<file path="src/rtl/vga_pkg.sv">
// vga_pkg: shared definitions for the scaled VGA scan-out engine.
// Default 640x480@60 timing, derivation helpers for line/frame totals and
// framebuffer width, sync-polarity constants and the pipelined control record.
package vga_pkg;

    localparam int unsigned DEF_H_ACTIVE = 640;
    localparam int unsigned DEF_H_FP     = 16;
    localparam int unsigned DEF_H_SYNC   = 96;
    localparam int unsigned DEF_H_BP     = 48;
    localparam int unsigned DEF_V_ACTIVE = 480;
    localparam int unsigned DEF_V_FP     = 10;
    localparam int unsigned DEF_V_SYNC   = 2;
    localparam int unsigned DEF_V_BP     = 33;

    localparam logic SYNC_ACTIVE_LOW  = 1'b0;
    localparam logic SYNC_ACTIVE_HIGH = 1'b1;

    // Control bits that travel alongside the RAM read so they line up with data.
    typedef struct packed {
        logic vis;
        logic hs;
        logic vs;
        logic fs;
    } vga_ctl_t;

    // Total clocks per line (or lines per frame) from active + porches + sync.
    function automatic int unsigned timing_total(input int unsigned act, input int unsigned fp,
                                                 input int unsigned sync, input int unsigned bp);
        return act + fp + sync + bp;
    endfunction

    // Source framebuffer width in pixels for a given replication shift.
    function automatic int unsigned fb_width(input int unsigned h_act, input int unsigned shift);
        return h_act >> shift;
    endfunction

endpackage

</file>
<file path="src/rtl/vga_scaled_scanout_if.sv">
// vga_scaled_scanout_if: bundles the framebuffer read port and the VGA pins.
//   base_addr   : frame base address (sampled by the engine at frame boundary)
//   color_in    : RAM read data
//   addr        : RAM read address, addr_valid flags visible-pixel fetches
//   hsync/vsync : sync outputs, color_out/active/frame_start : pixel stream
// master = scan-out engine, slave = environment (RAM + display side).
interface vga_scaled_scanout_if #(
    parameter int unsigned ADDR_W  = 15,
    parameter int unsigned COLOR_W = 8
);
    logic [ADDR_W-1:0]  base_addr;
    logic [COLOR_W-1:0] color_in;
    logic [ADDR_W-1:0]  addr;
    logic               addr_valid;
    logic               hsync;
    logic               vsync;
    logic [COLOR_W-1:0] color_out;
    logic               active;
    logic               frame_start;

    modport master (
        input  base_addr, color_in,
        output addr, addr_valid, hsync, vsync, color_out, active, frame_start
    );

    modport slave (
        output base_addr, color_in,
        input  addr, addr_valid, hsync, vsync, color_out, active, frame_start
    );
endinterface

</file>
<file path="src/rtl/vga_timing_gen.sv">
// vga_timing_gen: free-running horizontal/vertical counters with stage-0 decode.
//   clk, rst : pixel clock, synchronous active-high reset
//   h_cnt    : 0..H_TOTAL-1,  v_cnt : 0..V_TOTAL-1
//   ctl0     : {vis, hs, vs, fs} decoded from the current counter position
//   eol      : last clock of a line,  eof : last clock of a frame
module vga_timing_gen
    import vga_pkg::*;
#(
    parameter int unsigned H_ACTIVE = DEF_H_ACTIVE,
    parameter int unsigned H_FP     = DEF_H_FP,
    parameter int unsigned H_SYNC   = DEF_H_SYNC,
    parameter int unsigned H_BP     = DEF_H_BP,
    parameter int unsigned V_ACTIVE = DEF_V_ACTIVE,
    parameter int unsigned V_FP     = DEF_V_FP,
    parameter int unsigned V_SYNC   = DEF_V_SYNC,
    parameter int unsigned V_BP     = DEF_V_BP,
    parameter logic        SYNC_POL = SYNC_ACTIVE_LOW,
    parameter int unsigned H_W      = $clog2(timing_total(H_ACTIVE, H_FP, H_SYNC, H_BP) + 1),
    parameter int unsigned V_W      = $clog2(timing_total(V_ACTIVE, V_FP, V_SYNC, V_BP) + 1)
) (
    input  logic           clk,
    input  logic           rst,
    output logic [H_W-1:0] h_cnt,
    output logic [V_W-1:0] v_cnt,
    output vga_ctl_t       ctl0,
    output logic           eol,
    output logic           eof
);
    localparam int unsigned H_TOTAL = timing_total(H_ACTIVE, H_FP, H_SYNC, H_BP);
    localparam int unsigned V_TOTAL = timing_total(V_ACTIVE, V_FP, V_SYNC, V_BP);

    localparam logic [H_W-1:0] H_LAST = H_W'(H_TOTAL - 1);
    localparam logic [H_W-1:0] H_ACT  = H_W'(H_ACTIVE);
    localparam logic [H_W-1:0] H_SS   = H_W'(H_ACTIVE + H_FP);
    localparam logic [H_W-1:0] H_SE   = H_W'(H_ACTIVE + H_FP + H_SYNC);
    localparam logic [V_W-1:0] V_LAST = V_W'(V_TOTAL - 1);
    localparam logic [V_W-1:0] V_ACT  = V_W'(V_ACTIVE);
    localparam logic [V_W-1:0] V_SS   = V_W'(V_ACTIVE + V_FP);
    localparam logic [V_W-1:0] V_SE   = V_W'(V_ACTIVE + V_FP + V_SYNC);

    assign eol = (h_cnt == H_LAST);
    assign eof = eol && (v_cnt == V_LAST);

    always_ff @(posedge clk) begin
        if (rst) begin
            h_cnt <= '0;
            v_cnt <= '0;
        end else if (eol) begin
            h_cnt <= '0;
            v_cnt <= (v_cnt == V_LAST) ? '0 : v_cnt + 1'b1;
        end else begin
            h_cnt <= h_cnt + 1'b1;
        end
    end

    always_comb begin
        ctl0.vis = (h_cnt < H_ACT) && (v_cnt < V_ACT);
        ctl0.hs  = ((h_cnt >= H_SS) && (h_cnt < H_SE)) ? SYNC_POL : ~SYNC_POL;
        ctl0.vs  = ((v_cnt >= V_SS) && (v_cnt < V_SE)) ? SYNC_POL : ~SYNC_POL;
        ctl0.fs  = (h_cnt == '0) && (v_cnt == '0);
    end
endmodule

</file>
<file path="src/rtl/vga_scaled_scanout.sv">
// vga_scaled_scanout: VGA scan-out engine for an integer-scaled framebuffer.
//   clk, rst : pixel clock, synchronous active-high reset
//   bus      : master side of vga_scaled_scanout_if (RAM read port + VGA pins)
// Pipeline: counters -> registered RAM address -> RD_LATENCY RAM clocks ->
// registered output. Sync/blank ride a RD_LATENCY+1 deep delay line so they
// leave on the same clock as the colour they belong to.
module vga_scaled_scanout
    import vga_pkg::*;
#(
    parameter int unsigned H_ACTIVE    = DEF_H_ACTIVE,
    parameter int unsigned H_FP        = DEF_H_FP,
    parameter int unsigned H_SYNC      = DEF_H_SYNC,
    parameter int unsigned H_BP        = DEF_H_BP,
    parameter int unsigned V_ACTIVE    = DEF_V_ACTIVE,
    parameter int unsigned V_FP        = DEF_V_FP,
    parameter int unsigned V_SYNC      = DEF_V_SYNC,
    parameter int unsigned V_BP        = DEF_V_BP,
    parameter int unsigned SCALE_SHIFT = 2,
    parameter int unsigned ADDR_W      = 15,
    parameter int unsigned COLOR_W     = 8,
    parameter int unsigned RD_LATENCY  = 1,
    parameter logic        SYNC_POL    = SYNC_ACTIVE_LOW
) (
    input  logic                 clk,
    input  logic                 rst,
    vga_scaled_scanout_if.master bus
);
    localparam int unsigned H_W   = $clog2(timing_total(H_ACTIVE, H_FP, H_SYNC, H_BP) + 1);
    localparam int unsigned V_W   = $clog2(timing_total(V_ACTIVE, V_FP, V_SYNC, V_BP) + 1);
    localparam int unsigned DLY_N = RD_LATENCY + 1;

    localparam logic [ADDR_W-1:0] FB_STEP  = ADDR_W'(fb_width(H_ACTIVE, SCALE_SHIFT));
    localparam logic [V_W-1:0]    V_ACT    = V_W'(V_ACTIVE);
    localparam logic [V_W-1:0]    ROW_MASK = V_W'((1 << SCALE_SHIFT) - 1);
    localparam vga_ctl_t          CTL_IDLE = '{vis: 1'b0, hs: ~SYNC_POL, vs: ~SYNC_POL, fs: 1'b0};

    logic [H_W-1:0]     h_cnt;
    logic [V_W-1:0]     v_cnt;
    logic [V_W-1:0]     v_next;
    vga_ctl_t           ctl0;
    logic               eol;
    logic               eof;
    logic [ADDR_W-1:0]  row_base;
    vga_ctl_t           dly [DLY_N];
    logic [COLOR_W-1:0] color_next;

    vga_timing_gen #(
        .H_ACTIVE (H_ACTIVE),
        .H_FP     (H_FP),
        .H_SYNC   (H_SYNC),
        .H_BP     (H_BP),
        .V_ACTIVE (V_ACTIVE),
        .V_FP     (V_FP),
        .V_SYNC   (V_SYNC),
        .V_BP     (V_BP),
        .SYNC_POL (SYNC_POL),
        .H_W      (H_W),
        .V_W      (V_W)
    ) u_timing (
        .clk   (clk),
        .rst   (rst),
        .h_cnt (h_cnt),
        .v_cnt (v_cnt),
        .ctl0  (ctl0),
        .eol   (eol),
        .eof   (eof)
    );

    assign v_next = v_cnt + 1'b1;

    // Row base advances by one source row every 2^SCALE_SHIFT display lines,
    // replacing a v*FB_W multiply; base_addr is only taken at frame wrap so
    // a mid-frame change cannot tear the current picture.
    always_ff @(posedge clk) begin
        if (rst || eof) begin
            row_base <= bus.base_addr;
        end else if (eol && (v_next < V_ACT) && ((v_next & ROW_MASK) == '0)) begin
            row_base <= row_base + FB_STEP;
        end
    end

    // Stage 1: RAM address; wraps modulo 2^ADDR_W. Blanking addresses are
    // still computed but flagged invalid.
    always_ff @(posedge clk) begin
        if (rst) begin
            bus.addr       <= '0;
            bus.addr_valid <= 1'b0;
        end else begin
            bus.addr       <= row_base + ADDR_W'(h_cnt >> SCALE_SHIFT);
            bus.addr_valid <= ctl0.vis;
        end
    end

    always_ff @(posedge clk) begin
        if (rst) begin
            for (int unsigned i = 0; i < DLY_N; i++) begin
                dly[i] <= CTL_IDLE;
            end
        end else begin
            dly[0] <= ctl0;
            for (int unsigned i = 1; i < DLY_N; i++) begin
                dly[i] <= dly[i-1];
            end
        end
    end

    assign color_next = dly[DLY_N-1].vis ? bus.color_in : '0;

    always_ff @(posedge clk) begin
        if (rst) begin
            bus.color_out   <= '0;
            bus.active      <= 1'b0;
            bus.hsync       <= ~SYNC_POL;
            bus.vsync       <= ~SYNC_POL;
            bus.frame_start <= 1'b0;
        end else begin
            bus.color_out   <= color_next;
            bus.active      <= dly[DLY_N-1].vis;
            bus.hsync       <= dly[DLY_N-1].hs;
            bus.vsync       <= dly[DLY_N-1].vs;
            bus.frame_start <= dly[DLY_N-1].fs;
        end
    end
endmodule

</file>
<file path="src/flat_wrapper.sv">
// flat-port wrapper written by rule: the top's interface ports become plain ports
module vga_scaled_scanout_flat import vga_pkg::*;
#(
    parameter int unsigned H_ACTIVE    = DEF_H_ACTIVE,
    parameter int unsigned H_FP        = DEF_H_FP,
    parameter int unsigned H_SYNC      = DEF_H_SYNC,
    parameter int unsigned H_BP        = DEF_H_BP,
    parameter int unsigned V_ACTIVE    = DEF_V_ACTIVE,
    parameter int unsigned V_FP        = DEF_V_FP,
    parameter int unsigned V_SYNC      = DEF_V_SYNC,
    parameter int unsigned V_BP        = DEF_V_BP,
    parameter int unsigned SCALE_SHIFT = 2,
    parameter int unsigned ADDR_W      = 15,
    parameter int unsigned COLOR_W     = 8,
    parameter int unsigned RD_LATENCY  = 1,
    parameter logic        SYNC_POL    = SYNC_ACTIVE_LOW
)
  (clk, rst, bus_base_addr, bus_color_in, bus_addr, bus_addr_valid, bus_hsync, bus_vsync, bus_color_out, bus_active, bus_frame_start);
  vga_scaled_scanout_if #(.ADDR_W(ADDR_W), .COLOR_W(COLOR_W)) bus_i ();
  input  logic clk;
  input  logic rst;
  input wire logic [$bits(bus_i.base_addr)-1:0] bus_base_addr;
  input wire logic [$bits(bus_i.color_in)-1:0] bus_color_in;
  output wire logic [$bits(bus_i.addr)-1:0] bus_addr;
  output wire logic [$bits(bus_i.addr_valid)-1:0] bus_addr_valid;
  output wire logic [$bits(bus_i.hsync)-1:0] bus_hsync;
  output wire logic [$bits(bus_i.vsync)-1:0] bus_vsync;
  output wire logic [$bits(bus_i.color_out)-1:0] bus_color_out;
  output wire logic [$bits(bus_i.active)-1:0] bus_active;
  output wire logic [$bits(bus_i.frame_start)-1:0] bus_frame_start;
  assign bus_i.base_addr = bus_base_addr;
  assign bus_i.color_in = bus_color_in;
  assign bus_addr = bus_i.addr;
  assign bus_addr_valid = bus_i.addr_valid;
  assign bus_hsync = bus_i.hsync;
  assign bus_vsync = bus_i.vsync;
  assign bus_color_out = bus_i.color_out;
  assign bus_active = bus_i.active;
  assign bus_frame_start = bus_i.frame_start;
  vga_scaled_scanout #(.H_ACTIVE(H_ACTIVE), .H_FP(H_FP), .H_SYNC(H_SYNC), .H_BP(H_BP), .V_ACTIVE(V_ACTIVE), .V_FP(V_FP), .V_SYNC(V_SYNC), .V_BP(V_BP), .SCALE_SHIFT(SCALE_SHIFT), .ADDR_W(ADDR_W), .COLOR_W(COLOR_W), .RD_LATENCY(RD_LATENCY), .SYNC_POL(SYNC_POL)) u_core (.clk(clk), .rst(rst), .bus(bus_i));
endmodule
</file>
<file path="config.mk">
export PLATFORM = sky130hd
export DESIGN_NAME = vga_scaled_scanout_flat
export DESIGN_NICKNAME = d
export VERILOG_FILES = /design/src/rtl/vga_pkg.sv /design/src/rtl/vga_scaled_scanout_if.sv /design/src/rtl/vga_timing_gen.sv /design/src/rtl/vga_scaled_scanout.sv /design/src/flat_wrapper.sv
export SDC_FILE = /design/constraint.sdc
export NUM_CORES = 1
export LEC_CHECK = 0
export ABC_AREA = 1
export CAP_MARGIN = 0
export CORE_ASPECT_RATIO = 1.5
export CORE_MARGIN = 1
export CORE_UTILIZATION = 53
export CTS_BUF_LIST = sky130_fd_sc_hd__clkbuf_4
export DETAILED_ROUTE_END_ITERATION = 8
export PLACE_DENSITY_LB_ADDON = 0.3
export SETUP_SLACK_MARGIN = 0.1
export SKIP_LAST_GASP = 1
export SLEW_MARGIN = 20
export SYNTH_ARGS = -nofsm -noshare
export SYNTH_HDL_FRONTEND = slang
export SYNTH_HIERARCHICAL = 1
export SYNTH_SLANG_ARGS = --single-unit
</file>
<file path="constraint.sdc">
create_clock -name clk -period 4.9 [get_ports clk]
set_input_delay 0.98 -clock clk [delete_from_list [all_inputs] [get_ports clk]]
set_output_delay 0.98 -clock clk [all_outputs]
set_load 0.02 [all_outputs]
</file>
==> results.json, run 1 <==
{
  "avgViaCountPerCell": 5.07,
  "ctsResizeCount": 0,
  "max_slew_margin": 0.523,
  "fp.dieW_um": 68.1,
  "utilization": 0.667,
  "r2r_end": "u_core/row_base[8]",
  "first_pass_iters": 5,
  "fin_cells": 601,
  "clock_skew_ns": 0.0130,
  "rr_worst_depth": 10,
  "insertion_delay_ns": 0.44,
  "cts_max_path_buffers": 2,
  "cp-end-kind": "flip-flop",
  "r2r_setup_slack_ns": 2.24,
  "antenna_left": 0,
  "synth_fp_nets": 507,
  "synthTopCellsByCount": "112 x nand2_1, 76 x nor2_1, 66 x inv_1",
  "drc": 0,
  "core_um2": 6220,
  "path_class": "in -> reg",
  "min_period_ns": 3.01,
  "path_buf_inv": 2,
  "power_density_nw_per_um2": 265,
  "core.rowCount": 35,
  "fin_crit_sh": 0.614,
  "ys_warn_count": 6,
  "met1_usage": 0.242,
  "syn_inst": 468,
  "hold_buffers": 0,
  "cts.sink_count": 70,
  "top_usage_layer": "met2",
  "timing.rr.start": "u_core/u_timing/v_cnt[1]",
  "layout.nets": 561,
  "synth_area_leader_cell": "dfxtp_1",
  "hp-start": "u_core/dly[0][0]",
  "synth_seq_cells": 70,
  "synth.yosys.seq_area_share": 0.446,
  "crit_fanout": 20,
  "vdd_drop_max_uv": 182,
  "hp-class": "reg -> reg",
  "worstPathArrival_ns": 3.18,
  "place_inst": 585,
  "power.leakage_nw": 1.87,
  "slowest_stage": "clkdlybuf4s50_1",
  "critPathRequiredTime_ns": 5.08,
  "diodes": 0,
  "syn_area_per_cell_um2": 7.43,
  "min_to": "u_core/dly[0][4]",
  "status": "complete, no violations",
  "portBuffers": 52,
  "place_congestion": 0.944,
  "place_hpwl_um": 5580,
  "ctsRootBufferMaster": "clkbuf_4",
  "postCtsSetupBuffers": 0,
  "grt.met2_usage": 0.437,
  "final_max_slew_viol_count": 0,
  "crit_path_max_incr_delay_ns": 0.74,
  "grt_pass1_wl_um": 12000,
  "drt_wl_total_um": 7280,
  "finalSetupTns_ns": 0,
  "vias": 3050,
  "maxCapViolations": 0,
  "critPathTopFamily": "buffers and inverters",
  "syn_area_um2": 3480,
  "grt_pass1_vias": 2862,
  "drt_iter0_markers": 153,
  "synth_cell_types": 36,
  "synth_top_area_frac": 0.317,
  "dieArea_um2": 6900,
  "max_freq_mhz": 333,
  "path_clk_slew_ns": 0.12,
  "synthMostInstantiatedCell": "nand2_1",
  "initial_core_util": 0.559,
  "start_kind": "primary input",
  "setup_viol": 0,
  "holdPathStages": 2,
  "path_cells": "clkdlybuf4s50_1, nor2_1, inv_1, nand2_1, o21ai_0",
  "detail_route.wl_per_cell_um": 12.1,
  "cts_tree": "yes",
  "synth_edf_count": 15,
  "final-hold-violation-count": 0,
  "grt_start_max_net_pins": 21,
  "io_pins": 53,
  "rsz0062_at_grt": "false",
  "drive_gt1_frac": 0.0759,
  "synth-main-ff-cell": "dfxtp_1",
  "synthToLayoutAreaGrowth_pct": 19.2,
  "globalRouteOverflowTotal": 0,
  "h-tree-depth": 3,
  "antenna_found_initial": 0,
  "cts_inserted_buffers": 9,
  "grt_usage": 0.238,
  "synthArstFlopShare": 0,
  "grtUsageMet3": 0.0349,
  "worst_pin_slew_ns": 0.712,
  "netlist_top_cells_area": "dfxtp_1 32%, edfxtp_1 13%, nand2_1 12%",
  "fp.dieH_um": 101
}
==> sequential cells by signal, indices dropped and copies added (netlist names) <==
signal,flops
u_core/bus.frame_start,1
u_core/dly,8
u_core/bus.active,1
u_core/bus.color_out,8
u_core/bus.addr,15
u_core/u_timing/v_cnt,10
u_core/bus.hsync,1
u_core/bus.vsync,1
u_core/row_base,15
u_core/u_timing/h_cnt,10
==> layout make-up <==
type / count / area [um^2]
repair buffers: 52 / 520
multi-input cells: 319 / 1600
inverters: 70 / 264
clock inverters: 6 / 46.3
fillers: 566 / 2070
clock buffers: 10 / 75.1
flip-flops and latches: 70 / 1550
well taps: 74 / 92.6
==> layer usage <==
metal,vias to the layer above,part of all wire
li1,1581,-
met1,1381,0.38
met2,70,0.54
met3,18,0.042
met4,0,0.034
met5,-,0
==> through the flow <==
stage / worst slack (ns) / instance area (um^2) / power, mW / hold slack (ns)
CTS: 1.95 / 4150 / 1.11 / 0.420
global route: 1.65 / 4150 / 1.15 / 0.434
global placement: 1.61 / 4020 / 0.777 / 0.391
detailed placement: 1.47 / 4020 / 0.780 / 0.402
floorplan: 3.01 / 3480 / 0.724 / 0.388
finish: 1.89 / 4150 / 1.10 / 0.418
==> kinds of logic (layout without fill, tap and decap cells) <==
kind of cell,Yosys count,after routing,synth area share
compound gates,38,38,0.0583
xor+xnor,11,11,0.0277
fa+ha+maj,14,14,0.0525
buf+inv,79,138,0.0953
flops,70,70,0.446
simple gates,256,256,0.320
==> worst min-delay path, cell delays in order (launching register included) <==
cell	delay [ns]
dfxtp_1	0.32
inv_1	0.04
nor2_1	0.03
==> worst max path at each step <==
stage	startpoint	to	depth (start not counted)
2_1_floorplan	u_core/u_timing/h_cnt[0]	u_core/row_base[10]	10
3_5_place_dp	rst	u_core/row_base[8]	5
6_report	rst	u_core/row_base[8]	5
4_1_cts	rst	u_core/row_base[8]	5
3_3_place_gp	rst	u_core/row_base[8]	5
5_1_grt	rst	u_core/row_base[9]	5
==> where the power goes <==
group / switching, mW / leakage [nW] / internal, mW / total, mW
combinational: 0.0719 / 1.20 / 0.0624 / 0.134
sequential: 0.0167 / 0.597 / 0.617 / 0.633
clock: 0.218 / 0.0713 / 0.114 / 0.332
total: 0.307 / 1.87 / 0.793 / 1.10
==> cells in the final DEF, fill, tap and decap left out, types with 7 or more instances in the layout <==
| cell | synthesis | layout |
|---|---|---|
| xor2_1 | 7 | 7 |
| clkbuf_4 | 0 | 10 |
| o21ai_0 | 10 | 10 |
| edfxtp_1 | 15 | 15 |
| or2_2 | 7 | 7 |
| clkdlybuf4s50_1 | 0 | 52 |
| a21oi_1 | 18 | 18 |
| ha_1 | 13 | 13 |
| nand2_1 | 112 | 112 |
| nor2_1 | 76 | 76 |
| inv_1 | 66 | 66 |
| nand4_1 | 7 | 7 |
| dfxtp_1 | 55 | 55 |
| nand3_1 | 31 | 31 |
No activity file was read; power rests on OpenSTA's default activity.
==> inputs of run 2 (changes only) <==
--- a/config.mk
+++ b/config.mk
@@ -9,7 +9,7 @@
 export CAP_MARGIN = 0
 export CORE_ASPECT_RATIO = 1.5
 export CORE_MARGIN = 1
-export CORE_UTILIZATION = 53
+export CORE_UTILIZATION = 50
 export CTS_BUF_LIST = sky130_fd_sc_hd__clkbuf_4
 export DETAILED_ROUTE_END_ITERATION = 8
 export PLACE_DENSITY_LB_ADDON = 0.3
==> constraint.sdc (replaced) <==
create_clock -name clk -period 2.45 [get_ports clk]
set_input_delay 0.49 -clock clk [delete_from_list [all_inputs] [get_ports clk]]
set_output_delay 0.49 -clock clk [all_outputs]
set_load 0.02 [all_outputs]
==> results.json, run 2 (same netlist as run 1, synthesis figures left out) <==
{
  "place_congestion": 0.923,
  "vias": 3038,
  "globalRouteOverflowTotal": 0,
  "path_clk_slew_ns": 0.12,
  "start_kind": "flip-flop",
  "max_slew_margin": 0.615,
  "power_density_nw_per_um2": 566,
  "dieArea_um2": 7300,
  "drive_gt1_frac": 0.0829,
  "crit_fanout": 20,
  "timing.rr.start": "u_core/u_timing/h_cnt[0]",
  "dpl_cell_area_um2": 4060,
  "cp_num_cells": 8,
  "drc": 0,
  "finish.instance_area_um2": 4220,
  "drt_wl_total_um": 7090,
  "r2r_end": "u_core/row_base[10]",
  "antenna_left": 0,
  "grt.met2_usage": 0.381,
  "h-tree-depth": 3,
  "final_common_cell": "nand2_1",
  "final_max_slew_viol_count": 0,
  "avgViaCountPerCell": 5.00,
  "r2r_setup_slack_ns": 0.31,
  "max_freq_mhz": 468,
  "clock_skew_ns": 0.0160,
  "portBuffers": 52,
  "power.leakage_nw": 1.90,
  "largestRegisters": "u_core/bus.addr: 15 flops, u_core/row_base: 15 flops",
  "grt_pass1_wl_um": 12000,
  "path_class": "reg -> reg",
  "setup_viol": 0,
  "fp.dieW_um": 70.1,
  "fp.dieH_um": 104,
  "insertion_delay_ns": 0.42,
  "endpoint": "u_core/row_base[10]",
  "initial_core_util": 0.525,
  "hold_buffers": 0,
  "drt_iter0_markers": 140,
  "critPathTopFamily": "simple AND/OR/NAND/NOR gates",
  "core.rowCount": 36,
  "path_cells": "ha_1, nand2_1, nor2_4, nand3_2, nor2_1, nor2_1, inv_1, o21ai_0",
  "final-hold-violation-count": 0,
  "slowest_stage": "inv_1",
  "cp-end-kind": "flip-flop",
  "postCtsSetupBuffers": 0,
  "core_um2": 6620,
  "first_pass_iters": 4,
  "path_buf_inv": 1,
  "grt_start_max_net_pins": 21,
  "critPathRequiredTime_ns": 2.60,
  "hp-class": "reg -> reg",
  "ctsResizeCount": 0,
  "ctsRootBufferMaster": "clkbuf_4",
  "cts_inserted_buffers": 9,
  "top_usage_layer": "met2",
  "cts_max_path_buffers": 2,
  "detail_route.wl_per_cell_um": 11.7,
  "worst_pin_slew_ns": 0.577,
  "diodes": 0,
  "worstPathArrival_ns": 2.29,
  "rsz0062_at_grt": "true",
  "antenna_found_initial": 0,
  "hp-start": "u_core/dly[0][4]",
  "vdd_drop_max_uv": 266,
  "synthToLayoutAreaGrowth_pct": 21.3,
  "status": "complete, no violations",
  "met1_usage": 0.214,
  "grt_pass1_vias": 2858,
  "maxCapViolations": 0,
  "place_hpwl_um": 5450,
  "io_pins": 53,
  "min_period_ns": 2.14,
  "cts.sink_count": 70,
  "rr_worst_depth": 8,
  "cts_tree": "yes",
  "crit_path_max_incr_delay_ns": 0.44,
  "grtUsageMet3": 0.0271,
  "cpMostUsedCell": "nor2_1",
  "layout.nets": 565,
  "setup.worst_path.start": "u_core/u_timing/h_cnt[0]",
  "most-common-layout-cells": "112 x nand2_1, 76 x nor2_1, 66 x inv_1",
  "finalSetupTns_ns": 0,
  "grt_usage": 0.205,
  "fin_crit_sh": 0.873
}
run 2: through the flow:
stage               worst slack (ns)  hold WS [ns]  total power, mW  instances  utilization
CTS                            0.311         0.409             2.41        607        0.637
floorplan                      0.558         0.388             1.45        468            -
global placement               0.447         0.390             1.56        591        0.613
global route                  0.0879         0.426             2.50        607        0.637
finish                         0.311         0.399             2.39        607        0.637
detailed placement             0.328         0.394             1.56        591        0.613
run 2: worst min path at each step:
stage,end,cells past startpoint
2_1_floorplan,u_core/bus.frame_start,2
3_3_place_gp,u_core/bus.frame_start,2
3_5_place_dp,u_core/bus.frame_start,2
4_1_cts,u_core/bus.frame_start,2
5_1_grt,u_core/dly[0][4],2
6_report,u_core/bus.frame_start,2
run 2: final cells by class:
type | count | area [um^2]
Clock buffer | 9 | 67.6
Clock inverter | 7 | 96.3
Fill cell | 594 | 2400
Inverter | 70 | 264
Multi-Input combinational cell | 319 | 1600
Sequential cell | 70 | 1550
Tap cell | 76 | 95.1
Timing Repair Buffer | 56 | 551
run 2: metal layers:
layer / share of wire / vias to the layer above / routed length (um)
li1: - / 1588 / -
met1: 0.40 / 1354 / 2850
met2: 0.53 / 75 / 3750
met5: 0 / - / 0
met4: 0.034 / 0 / 238
met3: 0.034 / 21 / 244
run 2: tightest hold or removal path, cell delays in order (launching register included):
cell	delay, ns
dfxtp_1	0.31
inv_1	0.04
nor2_1	0.03
run 2: power by group:
part / switching [mW] / leakage (nW) / internal (mW)
Combinational: 0.144 / 1.22 / 0.128
Clock: 0.434 / 0.0868 / 0.417
Sequential: 0.0329 / 0.597 / 1.23
Total: 0.611 / 1.90 / 1.78
==> inputs of run 3 (changes only) <==
--- a/config.mk
+++ b/config.mk
@@ -13,7 +13,7 @@
 export CTS_BUF_LIST = sky130_fd_sc_hd__clkbuf_4
 export DETAILED_ROUTE_END_ITERATION = 8
 export PLACE_DENSITY_LB_ADDON = 0.3
-export SETUP_SLACK_MARGIN = 0.1
+export SETUP_SLACK_MARGIN = 0.02
 export SKIP_LAST_GASP = 1
 export SLEW_MARGIN = 20
 export SYNTH_ARGS = -nofsm -noshare
==> results.json, run 3 (same netlist as run 1, synthesis figures left out) <==
{
  "synthToLayoutAreaGrowth_pct": 21.3,
  "dieArea_um2": 7300,
  "fp.dieW_um": 70.1,
  "drive_gt1_frac": 0.0829,
  "fin_crit_sh": 0.874,
  "h-tree-depth": 3,
  "vdd_drop_max_uv": 266,
  "grt_start_max_net_pins": 21,
  "ctsResizeCount": 0,
  "drc": 0,
  "finalSetupTns_ns": 0,
  "globalRouteOverflowTotal": 0,
  "portBuffers": 52,
  "final_common_cell": "nand2_1",
  "swShare": 0.255,
  "final_max_slew_viol_count": 0,
  "ctsRootBufferMaster": "clkbuf_4",
  "drt_iter0_markers": 138,
  "path_clk_slew_ns": 0.12,
  "cts_max_path_buffers": 2,
  "holdPathStages": 2,
  "pwr-share-comb": 0.114,
  "num-fill-cells": 594,
  "r2r_end": "u_core/row_base[10]",
  "hold_buffers": 0,
  "postCtsSetupBuffers": 0,
  "largestRegisters": "u_core/bus.addr: 15 flops, u_core/row_base: 15 flops",
  "fp.dieH_um": 104,
  "critPathRequiredTime_ns": 2.60,
  "grt_pass1_wl_um": 12000,
  "io_pins": 53,
  "crit_fanout": 20,
  "grt_pass1_vias": 2858,
  "cts_inserted_buffers": 9,
  "intPower_mw": 1.78,
  "status": "complete, no violations",
  "timing.rr.start": "u_core/u_timing/h_cnt[0]",
  "worst_pin_slew_ns": 0.578,
  "final-hold-violation-count": 0,
  "initial_core_util": 0.525,
  "place_congestion": 0.923,
  "cts_tree": "yes",
  "drt_wl_total_um": 7050,
  "cp-end-kind": "flip-flop",
  "ff_latch_area_um2": 1550,
  "hp-class": "reg -> reg",
  "maxCapViolations": 0,
  "diodes": 0,
  "setup_viol": 0,
  "hp-start": "u_core/dly[0][4]",
  "total_power_mw": 2.39,
  "power.leakage_nw": 1.90,
  "multiInputGateArea_um2": 1600,
  "most-common-layout-cells": "112 x nand2_1, 76 x nor2_1, 66 x inv_1",
  "core_um2": 6620,
  "rsz0062_at_grt": "false",
  "avgViaCountPerCell": 4.98,
  "place_hpwl_um": 5450,
  "layout.nets": 565,
  "power_frac_clock": 0.356,
  "min_to": "u_core/bus.frame_start",
  "dpl_cell_area_um2": 4060,
  "first_pass_iters": 5,
  "insertion_delay_ns": 0.42,
  "clock_skew_ns": 0.0163,
  "vias": 3021,
  "r2r_setup_slack_ns": 0.31,
  "power.switching_uw": 609,
  "rr_worst_depth": 8,
  "start_kind": "flip-flop",
  "antenna_left": 0,
  "detail_route.wl_per_cell_um": 11.6,
  "min_period_ns": 2.14,
  "finish.instance_area_um2": 4220,
  "max_slew_margin": 0.614,
  "grt_usage": 0.205,
  "power_density_nw_per_um2": 566,
  "core.rowCount": 36,
  "max_freq_mhz": 467,
  "path_class": "reg -> reg",
  "worstPathArrival_ns": 2.29,
  "cts.sink_count": 70,
  "pwr-share-seq": 0.530,
  "antenna_found_initial": 0
}
-- run 3: cell counts in the layout (fill, tap and decap cells not counted) --
No cell type changed its count.
-- run 3: layout make-up --
class	count	area share
well taps	76	0.0225
multi-input cells	319	0.378
clock buffers	9	0.0160
clock inverters	7	0.0228
repair buffers	56	0.130
inverters	70	0.0626
flip-flops and latches	70	0.368
-- run 3: power groups by stage --
stage / clock network [mW] / logic (mW) / registers, mW
final: 0.850 / 0.272 / 1.27
after global routing: 0.923 / 0.303 / 1.27
after CTS: 0.874 / 0.273 / 1.27
after detailed placement: 0 / 0.271 / 1.29
after global placement: 0 / 0.268 / 1.29
after floorplan: 0 / 0.137 / 1.31
-- run 3: routing by layer --
layer	global-route usage	routed length, um
met1	0.214	2850
met2	0.381	3740
met3	0.0271	213
met4	0.119	240
met5	0	0
-- run 3: through the flow --
step	setup slack [ns]	hold slack, ns	util	std cells
global route	0.0879	0.426	0.637	607
floorplan	0.558	0.388	-	468
detailed placement	0.328	0.394	0.613	591
global placement	0.447	0.390	0.613	591
finish	0.308	0.399	0.637	607
CTS	0.311	0.409	0.637	607
-- run 3: worst max-delay path: stages, from the launching register on --
cell     delay (ns)
dfxtp_1        0.39
ha_1           0.19
nand2_1        0.12
nor2_4         0.17
nand3_2        0.17
nor2_1         0.13
nor2_1         0.08
inv_1          0.44
o21ai_0        0.20
-- run 3: how the worst max path moves through the flow --
stage | to | depth (start not counted) | startpoint | slack (ns)
4_1_cts | u_core/row_base[10] | 8 | u_core/u_timing/h_cnt[0] | 0.31
6_report | u_core/row_base[10] | 8 | u_core/u_timing/h_cnt[0] | 0.31
3_5_place_dp | u_core/row_base[10] | 8 | u_core/u_timing/h_cnt[0] | 0.33
5_1_grt | u_core/row_base[10] | 8 | u_core/u_timing/h_cnt[0] | 0.09
3_3_place_gp | u_core/row_base[10] | 8 | u_core/u_timing/h_cnt[0] | 0.45
2_1_floorplan | u_core/row_base[10] | 10 | u_core/u_timing/h_cnt[0] | 0.56
